File: src/rtl/instruction_fetch.sv
// instruction_fetch: MIPS IF stage + IF/ID register, req/ack imem fetch with delay-slot redirects
// Ports: clk, rst_n (async, active low); stall, jump_reg/jump_target/jump_branch, jr_pc,
//   branch_imm from decode; imem_req/imem_addr/imem_ack/imem_rdata to instruction memory;
//   pc_id/instr_id/valid_id to decode; perf_fetch_count/perf_wait_count are live only when
//   FETCH_PERF_EN is defined, otherwise tied to 0.
module instruction_fetch #(
  parameter logic [31:0] RESET_PC = 32'h0000_0000
) (
  input  logic        clk,
  input  logic        rst_n,
  input  logic        stall,
  input  logic        jump_branch,
  input  logic        jump_target,
  input  logic        jump_reg,
  input  logic [31:0] jr_pc,
  input  logic [31:0] branch_imm,
  output logic        imem_req,
  output logic [31:0] imem_addr,
  input  logic        imem_ack,
  input  logic [31:0] imem_rdata,
  output logic [31:0] pc_id,
  output logic [31:0] instr_id,
  output logic        valid_id,
  output logic [31:0] perf_fetch_count,
  output logic [31:0] perf_wait_count
);
  typedef enum logic [1:0] {S_IDLE, S_WAIT, S_HOLD} state_e;
  state_e state_q, state_d;
  logic req_q, req_d, valid_q, valid_d, pend_v_q, pend_v_d;
  logic [31:0] addr_q, addr_d, pc_q, pc_d, instr_q, instr_d, hold_q, hold_d, pend_q, pend_d;
  logic id_accept, take, load;
  logic [31:0] pc4, target, next_addr;
  assign id_accept = ~valid_q | ~stall;
  assign take = valid_q & ~stall & (jump_reg | jump_target | jump_branch);
  assign pc4 = pc_q + 32'd4;
  assign target = jump_reg ? jr_pc
                : jump_target ? {pc4[31:28], instr_q[25:0], 2'b00}
                : pc4 + {branch_imm[29:0], 2'b00};
  // An instruction enters ID either straight from memory or from the hold buffer.
  assign load = id_accept & (((state_q == S_WAIT) & imem_ack) | (state_q == S_HOLD));
  // The delay slot is always the fetch in flight when a jump resolves, so a redirect
  // only ever steers the address issued after the delay slot loads.
  assign next_addr = take ? target : pend_v_q ? pend_q : addr_q + 32'd4;
  always_comb begin
    state_d = state_q;
    req_d = req_q;
    addr_d = addr_q;
    hold_d = hold_q;
    pc_d = pc_q;
    instr_d = id_accept ? 32'd0 : instr_q;
    valid_d = id_accept ? 1'b0 : valid_q;
    pend_v_d = pend_v_q;
    pend_d = pend_q;
    case (state_q)
      S_IDLE: begin
        state_d = S_WAIT;
        req_d = 1'b1;
      end
      S_WAIT: if (imem_ack) begin
        if (id_accept) addr_d = next_addr;
        else begin
          hold_d = imem_rdata;
          req_d = 1'b0;
          state_d = S_HOLD;
        end
      end
      S_HOLD: if (id_accept) begin
        req_d = 1'b1;
        addr_d = next_addr;
        state_d = S_WAIT;
      end
      default: state_d = S_IDLE;
    endcase
    if (load) begin
      pc_d = addr_q;
      instr_d = (state_q == S_HOLD) ? hold_q : imem_rdata;
      valid_d = 1'b1;
      pend_v_d = 1'b0;
    end else if (take) begin
      pend_v_d = 1'b1;
      pend_d = target;
    end
  end
  always_ff @(posedge clk or negedge rst_n) begin
    if (!rst_n) begin
      state_q <= S_IDLE;
      req_q <= 1'b0;
      addr_q <= RESET_PC;
      pc_q <= 32'd0;
      instr_q <= 32'd0;
      valid_q <= 1'b0;
      hold_q <= 32'd0;
      pend_v_q <= 1'b0;
      pend_q <= 32'd0;
    end else begin
      state_q <= state_d;
      req_q <= req_d;
      addr_q <= addr_d;
      pc_q <= pc_d;
      instr_q <= instr_d;
      valid_q <= valid_d;
      hold_q <= hold_d;
      pend_v_q <= pend_v_d;
      pend_q <= pend_d;
    end
  end
  assign imem_req = req_q;
  assign imem_addr = addr_q;
  assign pc_id = pc_q;
  assign instr_id = instr_q;
  assign valid_id = valid_q;
`ifdef FETCH_PERF_EN
  logic [31:0] fetch_q, wait_q;
  always_ff @(posedge clk or negedge rst_n) begin
    if (!rst_n) begin
      fetch_q <= 32'd0;
      wait_q <= 32'd0;
    end else begin
      fetch_q <= fetch_q + {31'd0, req_q & imem_ack};
      wait_q <= wait_q + {31'd0, req_q & ~imem_ack};
    end
  end
  assign perf_fetch_count = fetch_q;
  assign perf_wait_count = wait_q;
`else
  assign perf_fetch_count = 32'd0;
  assign perf_wait_count = 32'd0;
`endif
endmodule
File: config.mk
export PLATFORM = sky130hd
export DESIGN_NAME = instruction_fetch
export DESIGN_NICKNAME = d
export VERILOG_FILES = /design/src/rtl/instruction_fetch.sv
export SDC_FILE = /design/constraint.sdc
export NUM_CORES = 1
export LEC_CHECK = 0
export ABC_AREA = 1
export CAP_MARGIN = 40
export CORE_ASPECT_RATIO = 1.75
export CORE_UTILIZATION = 48
export CTS_BUF_LIST = sky130_fd_sc_hd__clkbuf_4 sky130_fd_sc_hd__clkbuf_8
export DETAILED_ROUTE_END_ITERATION = 12
export PLACE_DENSITY_LB_ADDON = 0.1
export SYNTH_ARGS = -nofsm -noshare
export SYNTH_HDL_FRONTEND = slang
export SYNTH_SLANG_ARGS = --single-unit
File: constraint.sdc
create_clock -name clk -period 2.74 [get_ports clk]
set_input_delay 0.548 -clock clk [delete_from_list [all_inputs] [get_ports clk]]
set_output_delay 0.548 -clock clk [all_outputs]
set_load 0.02 [all_outputs]
* Word-level counts from Yosys, hierarchy flattened
Cells that the tools add are included.
Storage, ports and cells: word-level logic and storage cells 61, register bits after elaboration 165
Cells by class: mux-type cells 22, add/sub/neg operators 3, bitwise gates (word level) 12, reduce and logical (&&, ||, !) cells 10, equality and inequality tests 5
Operators by type and width (number):
- two-way mux 32 bit | 9
- adder 32 x 3 -> 32 bit, second input constant | 2
- one-hot mux 32 bit (2 select lines) | 1
- adder 32 bit | 1
- two-way mux 1 bit | 7
- two-way mux 2 bit | 3
- inequality test 2 bit, second input constant | 3
- one-hot mux 2 bit (3 select lines) | 1
- AND reduction 3 bit | 2
- nonzero test 2 bit | 3
- bitwise AND 1 bit | 4
- NOT 1 bit | 4
- OR 1 bit | 4
- AND reduction 2 bit | 2
- AND reduction 4 bit | 1
- one-hot mux 1 bit (3 select lines) | 1
- nonzero test 3 bit | 1
- equality test 2 x 1 -> 1 bit, second input constant | 1
- equality test 2 bit, second input constant | 1
- zero test 2 bit | 1

* Longest topological paths before layout
Gate-level depths: netlist (run 1).
depth in word-level cells 8, depth in mapped cells 27, mapped depth without buffers 27

* Least setup slack after synthesis (run 1)
Ideal clock, no wire load.
kind register -> register, from register pc_q[3], in the netlist pc_id[3], to register addr_q[27], in the netlist imem_addr[27], cell stages (with the launch flop) 22, library setup time 118 ps, buffers on the path 0, setup slack -261 ps, arrival time 2883 ps, cell sequence dfrtp_1 -> ha_1 -> inv_1 -> nor2_2 -> nand4_1 -> nor2_1 -> nand3_1 -> nor2_1 -> xnor2_1 -> inv_1 -> ha_1 -> nand2_1 -> nor2_1 -> inv_1 -> nor3_1 -> nand3_1 -> nand2_1 -> nand2_1 -> nand3_1 -> nand3_1 -> nand3_1 -> nand2_1
On the way: longest elaborated chain between the ends 8
Ends and longest elaborated chain:
- start: declaration | line 30 | logic [31:0] addr_q, addr_d, pc_q, pc_d, instr_q, instr_d, hold_q, hold_d, pend_q, pend_d;
- start signal: assignment | line 99 | pc_q <= pc_d;
- adder 32 x 3 -> 32 bit (*) | line 35 | assign pc4 = pc_q + 32'd4;
- adder 32 bit (*) | line 38 | : pc4 + {branch_imm[29:0], 2'b00};
- two-way mux 32 bit (*) | line 37 | : jump_target ? {pc4[31:28], instr_q[25:0], 2'b00}
- two-way mux 32 bit (*) | line 36 | assign target = jump_reg ? jr_pc
- two-way mux 32 bit (*) | line 43 | assign next_addr = take ? target : pend_v_q ? pend_q : addr_q + 32'd4;
- two-way mux 32 bit (*) | line 60, 67
- two-way mux 32 bit | line 59 | S_WAIT: if (imem_ack) begin
- one-hot mux 32 bit (2 select lines) (*) | line 54 | case (state_q)
- end signal: assignment | line 98 | addr_q <= addr_d;
- end: declaration | line 30
Every way passes the cells marked *; elsewhere a longest branch is shown, timed or not. The select of a mux whose other input is x is not followed. A chain may end at the register's enable or synchronous reset.

* Worst setup path after layout (run 1)
Ends and elaborated chain as after synthesis.

==> results.py, run 1 <==
metrics = {
    "critical_path": {
        "cp_num_buf_inv": 6,
        "critical_path_sink_type": "flop",
        "arrival_ns": 3.59,
        "delay_heaviest_family_cp": "simple AND/OR/NAND/NOR gates",
        "startpoint_type": "flop",
        "critical_path.max_fanout": 3,
        "cp_common_cell": "nand2_2",
        "crit_type": "flop to flop",
        "critical-path-max-stage-delay_ns": 0.43,
        "critical-path-slowest-cell": "dfrtp_2",
        "worstPathRequired_ns": 3.16,
    },
    "drt": {
        "route.vias.total": 13230,
        "postRouteWirelength_um": 47190,
        "drt_iter0_markers": 1068,
        "route.detailed.drc": 0,
        "routed_wire_length_per_instance_um": 19.33,
        "first_pass_iters": 7,
        "drt.antenna.violating_nets": 0,
        "vias_per_cell": 5.420,
    },
    "floorplan": {
        "rows": 75,
        "design.core.area_um2": 24020,
        "floorplan.io_pins": 265,
        "die_h_um": 209.3,
        "floorplan.die_area_um2": 25220,
        "die_w_um": 120.5,
        "initial_utilization_pct": 49.08,
    },
    "sta": {
        "final_hold_slack_ns": 0.04833,
        "timing.fmax_mhz": 315.7,
        "timing.final.setup_violations": 44,
        "final_max_slew_violation_count": 0,
        "worst-slew-pin-transition_ns": 0.7848,
        "slew_headroom_pct": 47.60,
        "setup_repair_after_global_routing_missed_its_margin": "true",
        "final_period_minus_worst_setup_slack_ns": 3.168,
        "fin_tns_setup_ns": -11.15,
        "timing.final.ws_setup_ns": -0.4279,
        "fin_crit_sh_pct": 115.6,
        "worst_clock_skew_ns": 0.01287,
        "number_of_endpoints_with_negative_hold_slack_in_the_final_report": 0,
    },
    "hold_path": {
        "tightest_hold_check_type": "input port to async pin",
    },
    "clock_tree": {
        "clock-sinks": 165,
        "cts-htree-levels": 4,
        "clock_tree.buffer_depth": 2,
        "cts_buffers": 17,
        "worst_skew_pair.late_latency_ns": 0.49,
        "cts_tree": "done",
        "clk_pin_slew_worst_paths_ns": 0.09,
        "clock-root-buffer": "clkbuf_8",
    },
    "synthesis": {
        "synth-seq-cells": 165,
        "synth_seq_area_share_pct": 35.02,
        "synth_area_per_cell_um2": 6.756,
        "post-synth-top-area-fraction_pct": 35.02,
        "yosysTopAreaCell": "dfrtp_1",
        "yosys.cell_count.top_type": "nand2_1",
        "synthDistinctLibCells": 48,
        "synth.top_cells.by_count": "nand2_1, inv_1, o21ai_0",
        "synth-warning-count": 0,
        "ranking_of_synthesized_cells_by_area": "dfrtp_1, nand2_1, o21ai_0, inv_1, a21oi_1",
        "synth_ff_type": "dfrtp_1",
        "synth_async_sr_flop_share_pct": 100.0,
        "syn-cell-area_um2": 11790,
        "postSynthCellCount": 1745,
        "synth_enable_flop_cells": 0,
    },
    "placed_design": {
        "io_buffer_count": 198,
        "dpl_worst_slack_ns": -0.7324,
        "gp_routability_congestion": 0.9857,
        "hpwlAfterDp_um": 34550,
    },
    "final_layout": {
        "filler_cell_count": 1912,
        "area_growth_syn_to_layout_pct": 48.38,
        "area_of_combinational_cells_with_multiple_inputs_um2": 7835,
        "num_antenna_cells": 0,
        "regArea_um2": 4136,
        "final_net_count": 2265,
        "drive_gt1_share_pct": 25.97,
    },
    "grt": {
        "globalRoute.totalOverflow": 0,
        "grt_start_max_net_pins": 63,
        "number_of_global_route_vias_before_repair": 12950,
        "wire_length_of_the_first_global_routing_pass_um": 68230,
        "antenna_found_initial": 0,
        "grt.total_usage_pct": 35.99,
    },
    "power_and_ir_drop": {
        "power_frac_seq_pct": 24.7,
        "power_leakage_nw": 8.513,
        "ir_drop_v": 0.0006056,
        "clk_pwr_share_pct": 10.2,
        "logic_pwr_share_pct": 65.1,
        "powerDensity_nw_per_um2": 1016,
        "report.power.total_mw": 17.77,
        "netSwitchingPower_mw": 8.519,
        "power.switching_fraction_pct": 47.93,
        "cell_internal_power_mw": 9.254,
    },
    "run": {
        "max_cap_violations": 0,
    },
    "run_status": {
        "violations": "setup timing",
        "result_of_the_run": "finished, violations left",
    },
}
timing repair:
action / 4_1_cts / 5_1_grt
hold buffers: 0 / 0
resized for setup: 247 / 145
endpoints found under the setup margin: 46 / 48
pin swaps: 79 / 61
setup buffers: 25 / 21
layer usage:
layer	vias to the layer above	track usage [%]	routed length [µm]
li1	6179	-	-
met1	6274	37.26	16050
met2	600	66.69	24850
met3	176	5.163	3076
met4	0	22.86	3212
met5	-	0	0
final cells by class:
type,instances,area share (%)
clock buffer,24,1.745
clock inverter,7,0.5507
inverter,235,5.085
multi-input combinational,1285,44.79
sequential,165,23.64
tap,308,2.203
timing repair buffer,417,21.99
placed cells by master (no fill, tap or decap), types with 53 or more instances in the layout:
| cell type | instances |
|---|---|
| nand2_1 | 468 |
| inv_1 | 203 |
| clkdlybuf4s50_1 | 197 |
| buf_4 | 178 |
| dfrtp_1 | 159 |
| o21ai_0 | 141 |
| nand3_1 | 69 |
| a21oi_1 | 69 |
| conb_1 | 64 |
| nand2_2 | 61 |
| nor2_1 | 53 |
worst paths after layout:
kind	from	to	slack [ns]	cells past startpoint
hold / removal	rst_n	hold_q[1]$_DFFE_PN0P_	0.05	1
max in group asynchronous	rst_n	pend_q[30]$_DFFE_PN0P_	1.99	2
hold reg to reg	pend_q[2]$_DFFE_PN0P_	pend_q[2]$_DFFE_PN0P_	0.48	2
min in group clk	pend_q[2]$_DFFE_PN0P_	pend_q[2]$_DFFE_PN0P_	0.48	2
setup / recovery	pc_id[3]$_DFFE_PN0P_	imem_addr[27]$_DFFE_PN0P_	-0.43	25
setup reg to reg	pc_id[3]$_DFFE_PN0P_	imem_addr[27]$_DFFE_PN0P_	-0.43	25
power groups by stage:
stage,registers (mW),logic (mW),clock network (mW)
finish,4.39,11.6,1.82
global route,4.50,12.4,1.93
CTS,4.36,10.4,1.83
detailed placement,4.40,9.23,0
global placement,4.36,9.10,0
floorplan,4.91,4.45,0
state kept, by name (all words and copies together) (netlist names):
register	count
hold_q	32
imem_addr	32
imem_req	1
instr_id	32
pc_id	32
pend_q	32
pend_v_q	1
state_q	2
valid_id	1
kinds of logic (layout without fill, tap and decap cells):
group           after synthesis  after routing  synth area share, %
compound gates              331            331                14.98
flops                       165            165                35.02
fa+ha+maj                    41             41                4.415
simple gates                803            803                28.37
other cells                   1             64              0.03181
xor+xnor                     45             45                3.343
mux                           1              1              0.08490
buf+inv                     358            683                13.75
per-stage QoR:
stage	util [%]	std cells	instance area [µm²]
2_1_floorplan	-	1808	12150
3_3_place_gp	63.30	2370	15210
3_5_place_dp	63.30	2370	15210
4_1_cts	69.99	2423	16810
5_1_grt	72.82	2441	17490
6_report	72.82	2441	17490
worst reg2reg max path, stage by stage (launching register included):
cell,delay (ns)
dfrtp_2,0.43
nand2_2,0.10
nor2_4,0.10
nand2_2,0.07
inv_2,0.07
nand2_4,0.06
buf_4,0.16
nor2_4,0.12
buf_6,0.13
xor2_2,0.22
buf_4,0.16
ha_4,0.20
nand2_4,0.10
inv_2,0.05
nand2_2,0.07
nand2_4,0.09
nand2_2,0.08
nand2_2,0.07
buf_4,0.16
a21oi_2,0.14
nand2_1,0.07
nand2_1,0.07
nand3_2,0.10
nand3_2,0.12
nand3_2,0.08
nand2_1,0.08
(Power assumes the default switching activity.)
==> run 2: changes to the inputs <==
--- a/config.mk
+++ b/config.mk
@@ -8,6 +8,7 @@
 export ABC_AREA = 1
 export CAP_MARGIN = 40
 export CORE_ASPECT_RATIO = 1.75
+export CORE_MARGIN = 1.5
 export CORE_UTILIZATION = 48
 export CTS_BUF_LIST = sky130_fd_sc_hd__clkbuf_4 sky130_fd_sc_hd__clkbuf_8
 export DETAILED_ROUTE_END_ITERATION = 12
==> run 2 against run 1 <==
The run still ends with setup timing left. Total power is 0.90% lower. Via count fell by 2.0%. Sequential share of layout area up 0.29 points. Critical path depth decreased by 1. Clock skew hardly changed. Worst setup slack lost 0.065 ns. Sequential power hardly changed. Final cell count shrank 0.66%. Final area down 1.2%. Clock-buffer cell count is 7 lower. Core utilization decreased by 0.87 points. Highest routed layer unchanged.
==> results.py, run 2 (synthesized netlist as in run 1, its figures left out) <==
metrics = {
    "critical_path": {
        "critical_path_sink_type": "flop",
        "startpoint_type": "flop",
        "rrSetupSlack_ns": -0.49,
        "arrival_ns": 3.61,
        "worstPathRequired_ns": 3.12,
        "critical_path.max_fanout": 4,
        "crit_type": "flop to flop",
    },
    "sta": {
        "fin_tns_setup_ns": -12.99,
        "final_hold_slack_ns": 0.04301,
        "final_max_slew_violation_count": 0,
        "setup_repair_after_global_routing_missed_its_margin": "true",
        "slew_headroom_pct": 47.35,
        "timing.fmax_mhz": 309.3,
        "worst_clock_skew_ns": 0.01256,
        "worst-slew-pin-transition_ns": 0.7897,
        "fin_crit_sh_pct": 118.0,
        "timing.final.setup_violations": 46,
        "number_of_endpoints_with_negative_hold_slack_in_the_final_report": 0,
        "timing.final.ws_setup_ns": -0.4927,
        "final_period_minus_worst_setup_slack_ns": 3.233,
    },
    "final_layout": {
        "layout.cells.most_common": "nand2_1",
        "filler_cell_count": 1941,
        "area_of_combinational_cells_with_multiple_inputs_um2": 7774,
        "regArea_um2": 4136,
        "area_growth_syn_to_layout_pct": 46.61,
        "layout.cells.most_common_list": "nand2_1, inv_1, clkdlybuf4s50_1",
        "final_net_count": 2248,
        "drive_gt1_share_pct": 25.22,
        "utilization_after_layout_pct": 71.95,
        "num_antenna_cells": 0,
    },
    "clock_tree": {
        "cts_buffers": 17,
        "clk_pin_slew_worst_paths_ns": 0.09,
        "cts-htree-levels": 4,
        "clock-sinks": 165,
        "cts.hold.buffers_added": 0,
        "clock_tree.buffer_depth": 2,
        "worst_skew_pair.late_latency_ns": 0.49,
        "clock-root-buffer": "clkbuf_8",
        "cts_tree": "done",
    },
    "placed_design": {
        "hpwlAfterDp_um": 33530,
        "gp_routability_congestion": 1.026,
        "io_buffer_count": 198,
        "dpl_worst_slack_ns": -0.5584,
    },
    "drt": {
        "highest-signal-layer": "met4",
        "drt.antenna.violating_nets": 0,
        "wl_met1_um": 16260,
        "postRouteWirelength_um": 46030,
        "drt_iter0_markers": 844,
        "route.met2.wl_um": 23850,
        "vias_per_cell": 5.348,
        "route.vias.total": 12970,
        "route.detailed.drc": 0,
        "met3_wirelength_um": 2657,
        "first_pass_iters": 7,
        "routed_wire_length_per_instance_um": 18.98,
    },
    "power_and_ir_drop": {
        "netSwitchingPower_mw": 8.481,
        "powerDensity_nw_per_um2": 1019,
        "ir_drop_v": 0.0007408,
        "logic_pwr_share_pct": 64.1,
        "power.switching_fraction_pct": 48.15,
        "power_leakage_nw": 8.336,
        "cell_internal_power_mw": 9.133,
        "clk_pwr_share_pct": 10.9,
        "power_frac_seq_pct": 25.0,
    },
    "floorplan": {
        "die_w_um": 121.5,
        "floorplan.io_pins": 265,
        "initial_utilization_pct": 49.08,
        "rows": 75,
        "floorplan.die_area_um2": 25550,
        "design.core.area_um2": 24020,
        "die_h_um": 210.3,
    },
    "grt": {
        "grt_start_max_net_pins": 66,
        "globalRoute.totalOverflow": 0,
        "wire_length_of_the_first_global_routing_pass_um": 66400,
        "number_of_global_route_vias_before_repair": 12610,
        "antenna_found_initial": 0,
        "grt.total_usage_pct": 34.26,
    },
    "run": {
        "max_cap_violations": 0,
    },
    "hold_path": {
        "tightest_hold_check_type": "input port to async pin",
    },
    "run_status": {
        "result_of_the_run": "finished, violations left",
        "violations": "setup timing",
    },
}
==> run 2: worst max-delay path: stages, from the launching register on <==
cell,delay (ns)
dfrtp_2,0.43
buf_4,0.13
ha_2,0.17
inv_2,0.04
nor3_2,0.15
buf_4,0.15
nand2_2,0.06
xor2_1,0.15
inv_1,0.20
ha_4,0.28
nand2_4,0.10
inv_1,0.04
nand2_1,0.08
nand3_2,0.13
buf_4,0.21
nand2_2,0.08
nand2_2,0.07
a21oi_2,0.16
nand2_1,0.07
nand2_1,0.07
nand3_2,0.08
nand2_2,0.11
nand2_1,0.05
nand2_1,0.06
nand2_1,0.06
==> run 2: repair_timing <==
item	in CTS	in global routing
setup buffers	13	24
pin swaps	51	65
resized for setup	193	175
endpoints found under the setup margin	43	48
==> run 2: per-layer routing <==
metal / GRT usage, % / vias up
met5: 0 / -
met4: 20.16 / 0
met3: 4.870 / 185
met2: 61.93 / 559
met1: 37.45 / 6075
li1: - / 6150
==> run 2: worst paths after layout <==
path                                        start  cells after the start                        end
max                          pc_id[2]$_DFFE_PN0P_                     24  imem_addr[29]$_DFFE_PN0P_
min                                         rst_n                      1   instr_id[29]$_DFFE_PN0P_
max reg2reg                  pc_id[2]$_DFFE_PN0P_                     24  imem_addr[29]$_DFFE_PN0P_
min reg2reg                hold_q[14]$_DFFE_PN0P_                      2     hold_q[14]$_DFFE_PN0P_
max in group asynchronous                   rst_n                      2  imem_addr[28]$_DFFE_PN0P_
min in group clk           hold_q[14]$_DFFE_PN0P_                      2     hold_q[14]$_DFFE_PN0P_
==> run 2: through the flow <==
| stage | instance area, µm² | std cells | power (mW) |
|---|---|---|---|
| CTS | 16420 | 2405 | 16.34 |
| detailed placement | 15140 | 2361 | 13.53 |
| global placement | 15140 | 2361 | 13.35 |
| floorplan | 12150 | 1808 | 9.363 |
| global route | 17290 | 2425 | 18.68 |
| finish | 17290 | 2425 | 17.61 |
==> run 2: area by class of cell <==
cell class                      instances  share of cell area, %
Tap cell                              308                  2.229
Inverter                              235                  5.161
Clock buffer                           17                  1.354
Multi-Input combinational cell       1285                  44.97
Timing Repair Buffer                  400                  21.22
Clock inverter                         15                  1.129
Sequential cell                       165                  23.93
==> run 2: power groups by stage <==
stage / Sequential [mW] / Clock, mW / Combinational (mW)
finish: 4.40 / 1.93 / 11.3
global placement: 4.36 / 0 / 8.99
CTS: 4.36 / 1.96 / 10.0
global route: 4.50 / 2.05 / 12.1
detailed placement: 4.39 / 0 / 9.14
floorplan: 4.91 / 0 / 4.45
==> run 3: changes to the inputs <==
--- a/config.mk
+++ b/config.mk
@@ -7,8 +7,8 @@
 export LEC_CHECK = 0
 export ABC_AREA = 1
 export CAP_MARGIN = 40
-export CORE_ASPECT_RATIO = 1.75
-export CORE_MARGIN = 1.5
+export CORE_ASPECT_RATIO = 0.9
+export CORE_MARGIN = 4
 export CORE_UTILIZATION = 48
 export CTS_BUF_LIST = sky130_fd_sc_hd__clkbuf_4 sky130_fd_sc_hd__clkbuf_8
 export DETAILED_ROUTE_END_ITERATION = 12
==> run 3 against run 2 <==
The flow still finishes with violations (setup timing). Core utilization decreased by 2.4 points. Clock skew increased by 0.017 ns. Non-clock buffer count decreased by 10. Maximum frequency increased by 3.9%. Final cell count decreased by 0.41%. Critical path depth decreased by 5. Critical endpoint is now imem_addr[15]$_DFFE_PN0P_.
==> results.py, run 3 (synthesized netlist as in run 1, its figures left out) <==
metrics = {
    "run_status": {
        "result_of_the_run": "finished, violations left",
        "violations": "setup timing",
    },
    "clock_tree": {
        "clock-root-buffer": "clkbuf_8",
        "clock_tree.buffer_depth": 2,
        "worst_skew_pair.late_latency_ns": 0.47,
        "cts-htree-levels": 4,
        "cts_buffers": 17,
        "cts_tree": "done",
        "clk_pin_slew_worst_paths_ns": 0.11,
        "clock-sinks": 165,
    },
    "power_and_ir_drop": {
        "power_leakage_nw": 8.215,
        "clk_pwr_share_pct": 11.3,
        "ir_drop_v": 0.0004820,
        "netSwitchingPower_mw": 8.256,
        "powerDensity_nw_per_um2": 1011,
        "cell_internal_power_mw": 8.740,
        "power_frac_seq_pct": 25.7,
        "logic_pwr_share_pct": 63.0,
        "power.switching_fraction_pct": 48.58,
    },
    "sta": {
        "final_max_slew_violation_count": 0,
        "slew_headroom_pct": 49.60,
        "setup_repair_after_global_routing_missed_its_margin": "true",
        "number_of_endpoints_with_negative_hold_slack_in_the_final_report": 0,
        "final_hold_slack_ns": 0.4878,
        "worst_clock_skew_ns": 0.02973,
        "timing.final.ws_setup_ns": -0.3700,
        "final_period_minus_worst_setup_slack_ns": 3.110,
        "timing.final.setup_violations": 44,
        "worst-slew-pin-transition_ns": 0.7549,
        "timing.fmax_mhz": 321.5,
        "fin_crit_sh_pct": 113.5,
    },
    "critical_path": {
        "critical_path.max_fanout": 5,
        "critical_path_sink_type": "flop",
        "crit_type": "flop to flop",
        "r2r-end": "imem_addr[15]$_DFFE_PN0P_",
        "crit-reg2reg-launch": "pc_id[8]$_DFFE_PN0P_",
        "startpoint_type": "flop",
        "arrival_ns": 3.46,
        "rrSetupSlack_ns": -0.37,
        "worstPathRequired_ns": 3.09,
        "reg2reg_depth": 19,
    },
    "placed_design": {
        "dpl-instance-area_um2": 15080,
        "gp_routability_congestion": 0.9441,
        "io_buffer_count": 198,
        "placedCellCount": 2355,
        "hpwlAfterDp_um": 32130,
    },
    "floorplan": {
        "rows": 54,
        "initial_utilization_pct": 48.74,
        "floorplan.io_pins": 265,
        "design.core.area_um2": 24190,
        "die_w_um": 173.2,
        "die_h_um": 156.7,
        "floorplan.die_area_um2": 27140,
    },
    "drt": {
        "route.detailed.drc": 0,
        "drt.antenna.violating_nets": 0,
        "drt_iter0_markers": 958,
        "first_pass_iters": 5,
        "postRouteWirelength_um": 43130,
        "routed_wire_length_per_instance_um": 17.86,
        "vias_per_cell": 5.259,
        "route.vias.total": 12700,
    },
    "hold_path": {
        "min_delay_worst_endpoint": "pend_q[15]$_DFFE_PN0P_",
        "min_delay_path_depth": 1,
        "tightest_hold_check_type": "flop to flop",
        "hold_path_startpoint": "pend_q[15]$_DFFE_PN0P_",
    },
    "grt": {
        "number_of_global_route_vias_before_repair": 11960,
        "grt.total_usage_pct": 30.06,
        "antenna_found_initial": 0,
        "grt_start_max_net_pins": 57,
        "globalRoute.totalOverflow": 0,
        "wire_length_of_the_first_global_routing_pass_um": 64370,
    },
    "final_layout": {
        "layout.cells.most_common": "nand2_1",
        "area_growth_syn_to_layout_pct": 42.64,
        "final_net_count": 2238,
        "utilization_after_layout_pct": 69.53,
        "layout.cells.most_common_list": "nand2_1, inv_1, clkdlybuf4s50_1",
        "post_layout_nonfiller_instances": 2415,
        "drive_gt1_share_pct": 22.16,
        "layout.cell_area.non_filler_um2": 16820,
        "num_antenna_cells": 0,
    },
    "run": {
        "max_cap_violations": 0,
    },
}
==> run 3: cell count changes in the layout (fill, tap and decap cells not counted), moves of 5 or more <==
cell and delta:
nand2_4 -13, buf_6 -10, nand3_1 +6, nand2_2 -12
clkinv_8 +5, inv_2 -15, a21oi_4 -8, nand2_1 +25
a21oi_2 +5, inv_1 +17
==> run 3: power groups by stage <==
stage	Combinational (mW)	Sequential (mW)	Clock (mW)
floorplan	4.45	4.91	0
global placement	9.02	4.34	0
detailed placement	9.14	4.37	0
CTS	9.82	4.33	1.94
global route	11.6	4.49	2.06
finish	10.7	4.36	1.92
==> run 3: metal layers <==
metal / vias to the layer above / wire [µm] / global-route usage, %
met4: 0 / 1228 / 9.764
met2: 479 / 19580 / 47.45
met3: 67 / 3105 / 5.290
met1: 6028 / 19210 / 42.38
li1: 6126 / - / -
met5: - / 0 / 0
==> run 3: how the worst max path moves through the flow <==
stage	from	endpoint	slack [ns]	cells after the start
2_1_floorplan	pc_id[3]$_DFFE_PN0P_	imem_addr[24]$_DFFE_PN0P_	-0.06	22
3_3_place_gp	pc_id[7]$_DFFE_PN0P_	imem_addr[14]$_DFFE_PN0P_	-0.44	16
3_5_place_dp	pc_id[9]$_DFFE_PN0P_	imem_addr[14]$_DFFE_PN0P_	-0.52	16
4_1_cts	pc_id[3]$_DFFE_PN0P_	imem_addr[29]$_DFFE_PN0P_	-0.21	22
5_1_grt	pc_id[8]$_DFFE_PN0P_	imem_addr[31]$_DFFE_PN0P_	-0.56	24
6_report	pc_id[8]$_DFFE_PN0P_	imem_addr[15]$_DFFE_PN0P_	-0.37	19
==> run 3: final cells by class <==
type	count	area (µm²)
timing repair buffer	390	3538
sequential	165	4136
tap	308	385.4
fill	2030	7371
clock inverter	15	203.9
clock buffer	17	234.0
inverter	235	887.1
multi-input combinational	1285	7432
==> run 3: critical path, cell delays in order, from the launching register on <==
cell and delay [ns]:
dfrtp_1 0.44, nand2_2 0.11, nor2_4 0.16, buf_6 0.12, nand2_4 0.06, buf_4 0.14
nor2_4 0.11, xor2_2 0.22, ha_1 0.28, nand2_1 0.15, inv_1 0.05, nand2_1 0.06
nand2_1 0.08, a21oi_1 0.16, nand2_2 0.14, or2_2 0.32, nand3_2 0.17, nand3_1 0.09
nand2_1 0.08, o21ai_0 0.08
==> run 3: stage by stage <==
| step | setup slack (ns) | total power, mW | setup TNS [ns] |
|---|---|---|---|
| after floorplan | -0.06113 | 9.363 | -0.3855 |
| after global placement | -0.4415 | 13.36 | -11.21 |
| after detailed placement | -0.5162 | 13.52 | -14.19 |
| after CTS | -0.2081 | 16.09 | -4.355 |
| after global routing | -0.5566 | 18.12 | -16.30 |
| final | -0.3700 | 17.00 | -10.23 |
==> run 3: timing repair <==
action,4_1_cts,5_1_grt
endpoints found under the setup margin,45,51
buffers inserted,13,14
hold buffers,0,1
gates resized for setup,138,126
endpoints found under the hold margin,0,2
pin swaps,54,58
==> patch 1 (config.mk and constraints of run 3) <==
Encoding of `state_e`: now one-hot (3 bits for 3 states).
--- a/src/rtl/instruction_fetch.sv
+++ b/src/rtl/instruction_fetch.sv
@@ -24,7 +24,7 @@
   output logic [31:0] perf_fetch_count,
   output logic [31:0] perf_wait_count
 );
-  typedef enum logic [1:0] {S_IDLE, S_WAIT, S_HOLD} state_e;
+  typedef enum logic [2:0] {S_IDLE = 3'b001, S_WAIT = 3'b010, S_HOLD = 3'b100} state_e;
   state_e state_q, state_d;
   logic req_q, req_d, valid_q, valid_d, pend_v_q, pend_v_d;
   logic [31:0] addr_q, addr_d, pc_q, pc_d, instr_q, instr_d, hold_q, hold_d, pend_q, pend_d;
Check against the original RTL: no difference found for any inputs over 4 cycles, from zero or initial values and one cycle with rst_n low; so few cycles prove little.
==> patch 1 against run 3 <==
The flow still finishes with violations (negative setup slack). Sequential cell count up 1. Setup slack better by 0.19 ns. Cell area is 0.16% higher. Global-route usage increased by 1.1 points. Non-clock buffer count shrank 8. Area after synthesis down 1.8%. Die area shrank 1.7%. Power increased by 3.0%. Combinational power grew 5%. Routed wire length grew 0.55%. Fmax is 6.4% higher. First-iteration DRC count increased by 38%. Critical path type unchanged. Highest routed layer unchanged.
==> patch 1: results <==
[run_status]
status = "complete, but fails checks"
violations = "negative setup slack"

[setup_path]
crit_fanout = 4
crit_start = "pc_id[5]$_DFFE_PN0P_"
arrival_ns = 3.29
critPathSlowestCell = "dfrtp_2"
r2r_cells = 24
crit_path_max_incr_delay_ns = 0.42

[detailed_routing]
first_iter_violations = 1326
vias = 12650
drt_wl_total_um = 43370
dr_wl_met3_um = 3559

[placement]
place_inst = 2303
place.gp.congestion = 0.9182
pre_cts_slack_ns = -0.4078

[cells_and_area]
final_cell_area_um2 = 16840
multi_input_area_share_pct = 45.21
layout.nets = 2179
drive_gt1_share_pct = 24.22
final-nonclk-buf-share_pct = 20.46
clockBufferCount = 19

[floorplan]
die_w_um = 171.8

[grt]
met3_usage_pct = 5.615
grt_pass1_vias = 11840
grt_pass1_wl_um = 64430
met1_usage_pct = 45.33
grt_usage_pct = 31.14

[sta]
finalSetupViolCount = 33
finClkSkew_ns = 0.03669
tns_ns = -3.394
layout_setup_ws_ns = -0.1817
hold_slack_ns = 0.02126

[yosys]
synth_cell_types = 45
synth.avg_cell_area_um2 = 6.818

[min_path]
hold_class = "in2async"

[power_and_ir_drop]
p_leak_nw = 7.871
pg_comb_mw = 11.2
patch 1: cell count changes in the layout (fill, tap and decap cells not counted), sizes merged, moves of 8 or more:
| cell | change |
|---|---|
| a21oi | -15 |
| a31oi | +10 |
| inv | -14 |
| nand2 | -29 |
| nand4 | +8 |
| nor2 | +8 |
| o21ai | -10 |
patch 1: logic make-up (layout without fill, tap and decap cells):
family | Yosys count | after routing | share of synthesized area (%)
xor gates and xnor gates | 46 | 46 | 3.478
buffers and inverters | 342 | 632 | 13.34
AOI/OAI and AO/OA | 321 | 321 | 15.15
DFF | 166 | 166 | 35.87
other | 1 | 64 | 0.03237
and+or+nand+nor | 786 | 786 | 28.06
adders and majority gates | 37 | 37 | 4.061
patch 1: repair_timing:
| item | in CTS | in global routing |
|---|---|---|
| gates cloned | 0 | 0 |
| pin swaps | 68 | 84 |
| gates resized for setup | 145 | 183 |
| setup buffers | 9 | 10 |
| setup endpoints to repair | 43 | 49 |
==> patch 2 (settings of run 3) <==
Made on the original files. Build with the macro `FETCH_PERF_EN` defined.
--- a/src/rtl/instruction_fetch.sv
+++ b/src/rtl/instruction_fetch.sv
@@ -3,6 +3,8 @@
 //   branch_imm from decode; imem_req/imem_addr/imem_ack/imem_rdata to instruction memory;
 //   pc_id/instr_id/valid_id to decode; perf_fetch_count/perf_wait_count are live only when
 //   FETCH_PERF_EN is defined, otherwise tied to 0.
+`define FETCH_PERF_EN
+
 module instruction_fetch #(
   parameter logic [31:0] RESET_PC = 32'h0000_0000
 ) (
Behaviour: not the same (a bounded check fails within 4 cycles, from zero or initial values and one cycle with rst_n low).
==> patch 2 against run 3 <==
The flow finishes with violations (negative hold slack, negative setup slack). Area after synthesis increased by 21%. Sequential cell count increased by 64. Hold slack got worse by 0.49 ns. Power increased by 19%. First-iteration DRC count increased by 30%. Non-clock buffer count increased by 91. Synthesized cell count increased by 14%. Via count increased by 19%. Cell area increased by 25%. Setup slack got worse by 0.14 ns. Routed wire length increased by 17%. Fmax decreased by 4.3%. Sequential share of layout area increased by 2.6 points.
==> patch 2: results <==
[clock_network]
cts_buffers = 39
clk_pin_slew_ns = 0.06

[cells_and_area]
final_cells = 2867
drive_gt1_share_pct = 23.55

[setup_path]
reg2reg_from = "pc_id[4]$_DFFE_PN0P_"
crit_fanout = 4
endpoint = "imem_addr[30]$_DFFE_PN0P_"
crit_start = "pc_id[4]$_DFFE_PN0P_"
arrival_ns = 3.68
critPathSlowestCell = "dfrtp_2"
r2r_cells = 28

[yosys]
synth-compound-area-share_pct = 11.73
syn_inst = 1984
seq_area_frac_synth_pct = 40.05
yosys-top-cells-area = "dfrtp_1 (40%), nand2_1 (17%), o21ai_0 (6.4%)"
synthAdderAreaFrac_pct = 3.987
synth_cell_types = 44

[power_and_ir_drop]
ir_drop_mv = 0.7004
p_leak_nw = 10.09

[run_status]
violations = "negative hold slack, negative setup slack"
status = "complete, but fails checks"

[grt]
met3_usage_pct = 5.175
grt_pass1_wl_um = 77510
grt_usage_pct = 29.78
grt_pass1_vias = 14430
met1_usage_pct = 42.68

[sta]
finClkSkew_ns = 0.01955
hold_slack_ns = -0.005928
hold_viol = 7
tightest_slew_ns = 0.8025
layout_setup_ws_ns = -0.5087
finalSetupViolCount = 47

[detailed_routing]
post_drt_via_cell_ratio = 5.272

[placement]
portBuffers = 262
hpwl_um = 37000
place_inst = 2769
## patch 2: cell types whose count changed after synthesis, sizes merged, moves of 7 or more
cell / change
nand3: +25
xor2: +42
nand4: +15
nor3: +15
o21ai: +10
clkbuf: +13
inv: +7
xnor2: +21
o22ai: -12
buf: -73
dfrtp: +64
nand2: +92
nor4: +12
nor2: +15
## patch 2: metrics by stage
step	cell area, um2	worst slack (ns)	util (%)
floorplan	14430	-0.1324	-
global placement	18830	-0.6923	64.57
detailed placement	18840	-0.7386	64.62
CTS	20590	-0.3519	70.62
global route	21090	-0.6862	72.33
finish	21090	-0.5087	72.33
## patch 2: layer usage
metal / part of all wire [%] / vias up
met5: 0 / -
met4: 2.9 / 0
met3: 7.4 / 78
met2: 45 / 585
met1: 44 / 7157
li1: - / 7295
## patch 2: cell type report
| type | instances | area [um2] | share of cell area (%) |
|---|---|---|---|
| clock buffer | 65 | 788.3 | 3.738 |
| clock inverter | 4 | 32.53 | 0.1542 |
| inverter | 243 | 914.6 | 4.337 |
| multi-input combinational | 1449 | 8695 | 41.23 |
| sequential | 229 | 5741 | 27.22 |
| tap | 396 | 495.5 | 2.349 |
| timing repair buffer | 481 | 4424 | 20.98 |
## patch 2: worst max-delay path, delay by kind of cell, from the launching register on
family / cells / cell delay, ns
compound gates: 1 / 0.14
xor+xnor: 1 / 0.12
fa+ha+maj: 1 / 0.26
buf+inv: 5 / 0.38
flops: 1 / 0.39
simple gates: 20 / 1.83
## patch 2: where the power goes
| group | internal, mW | switching (mW) |
|---|---|---|
| sequential | 4.53 | 0.992 |
| clock | 1.82 | 1.44 |
| combinational | 4.96 | 6.52 |
## patch 2: repair_timing
item	in CTS	in global routing
pin swaps	60	64
setup endpoints to repair	49	53
cloned	0	0
gates resized for setup	202	102
buffers inserted	18	14
hold buffers	0	0
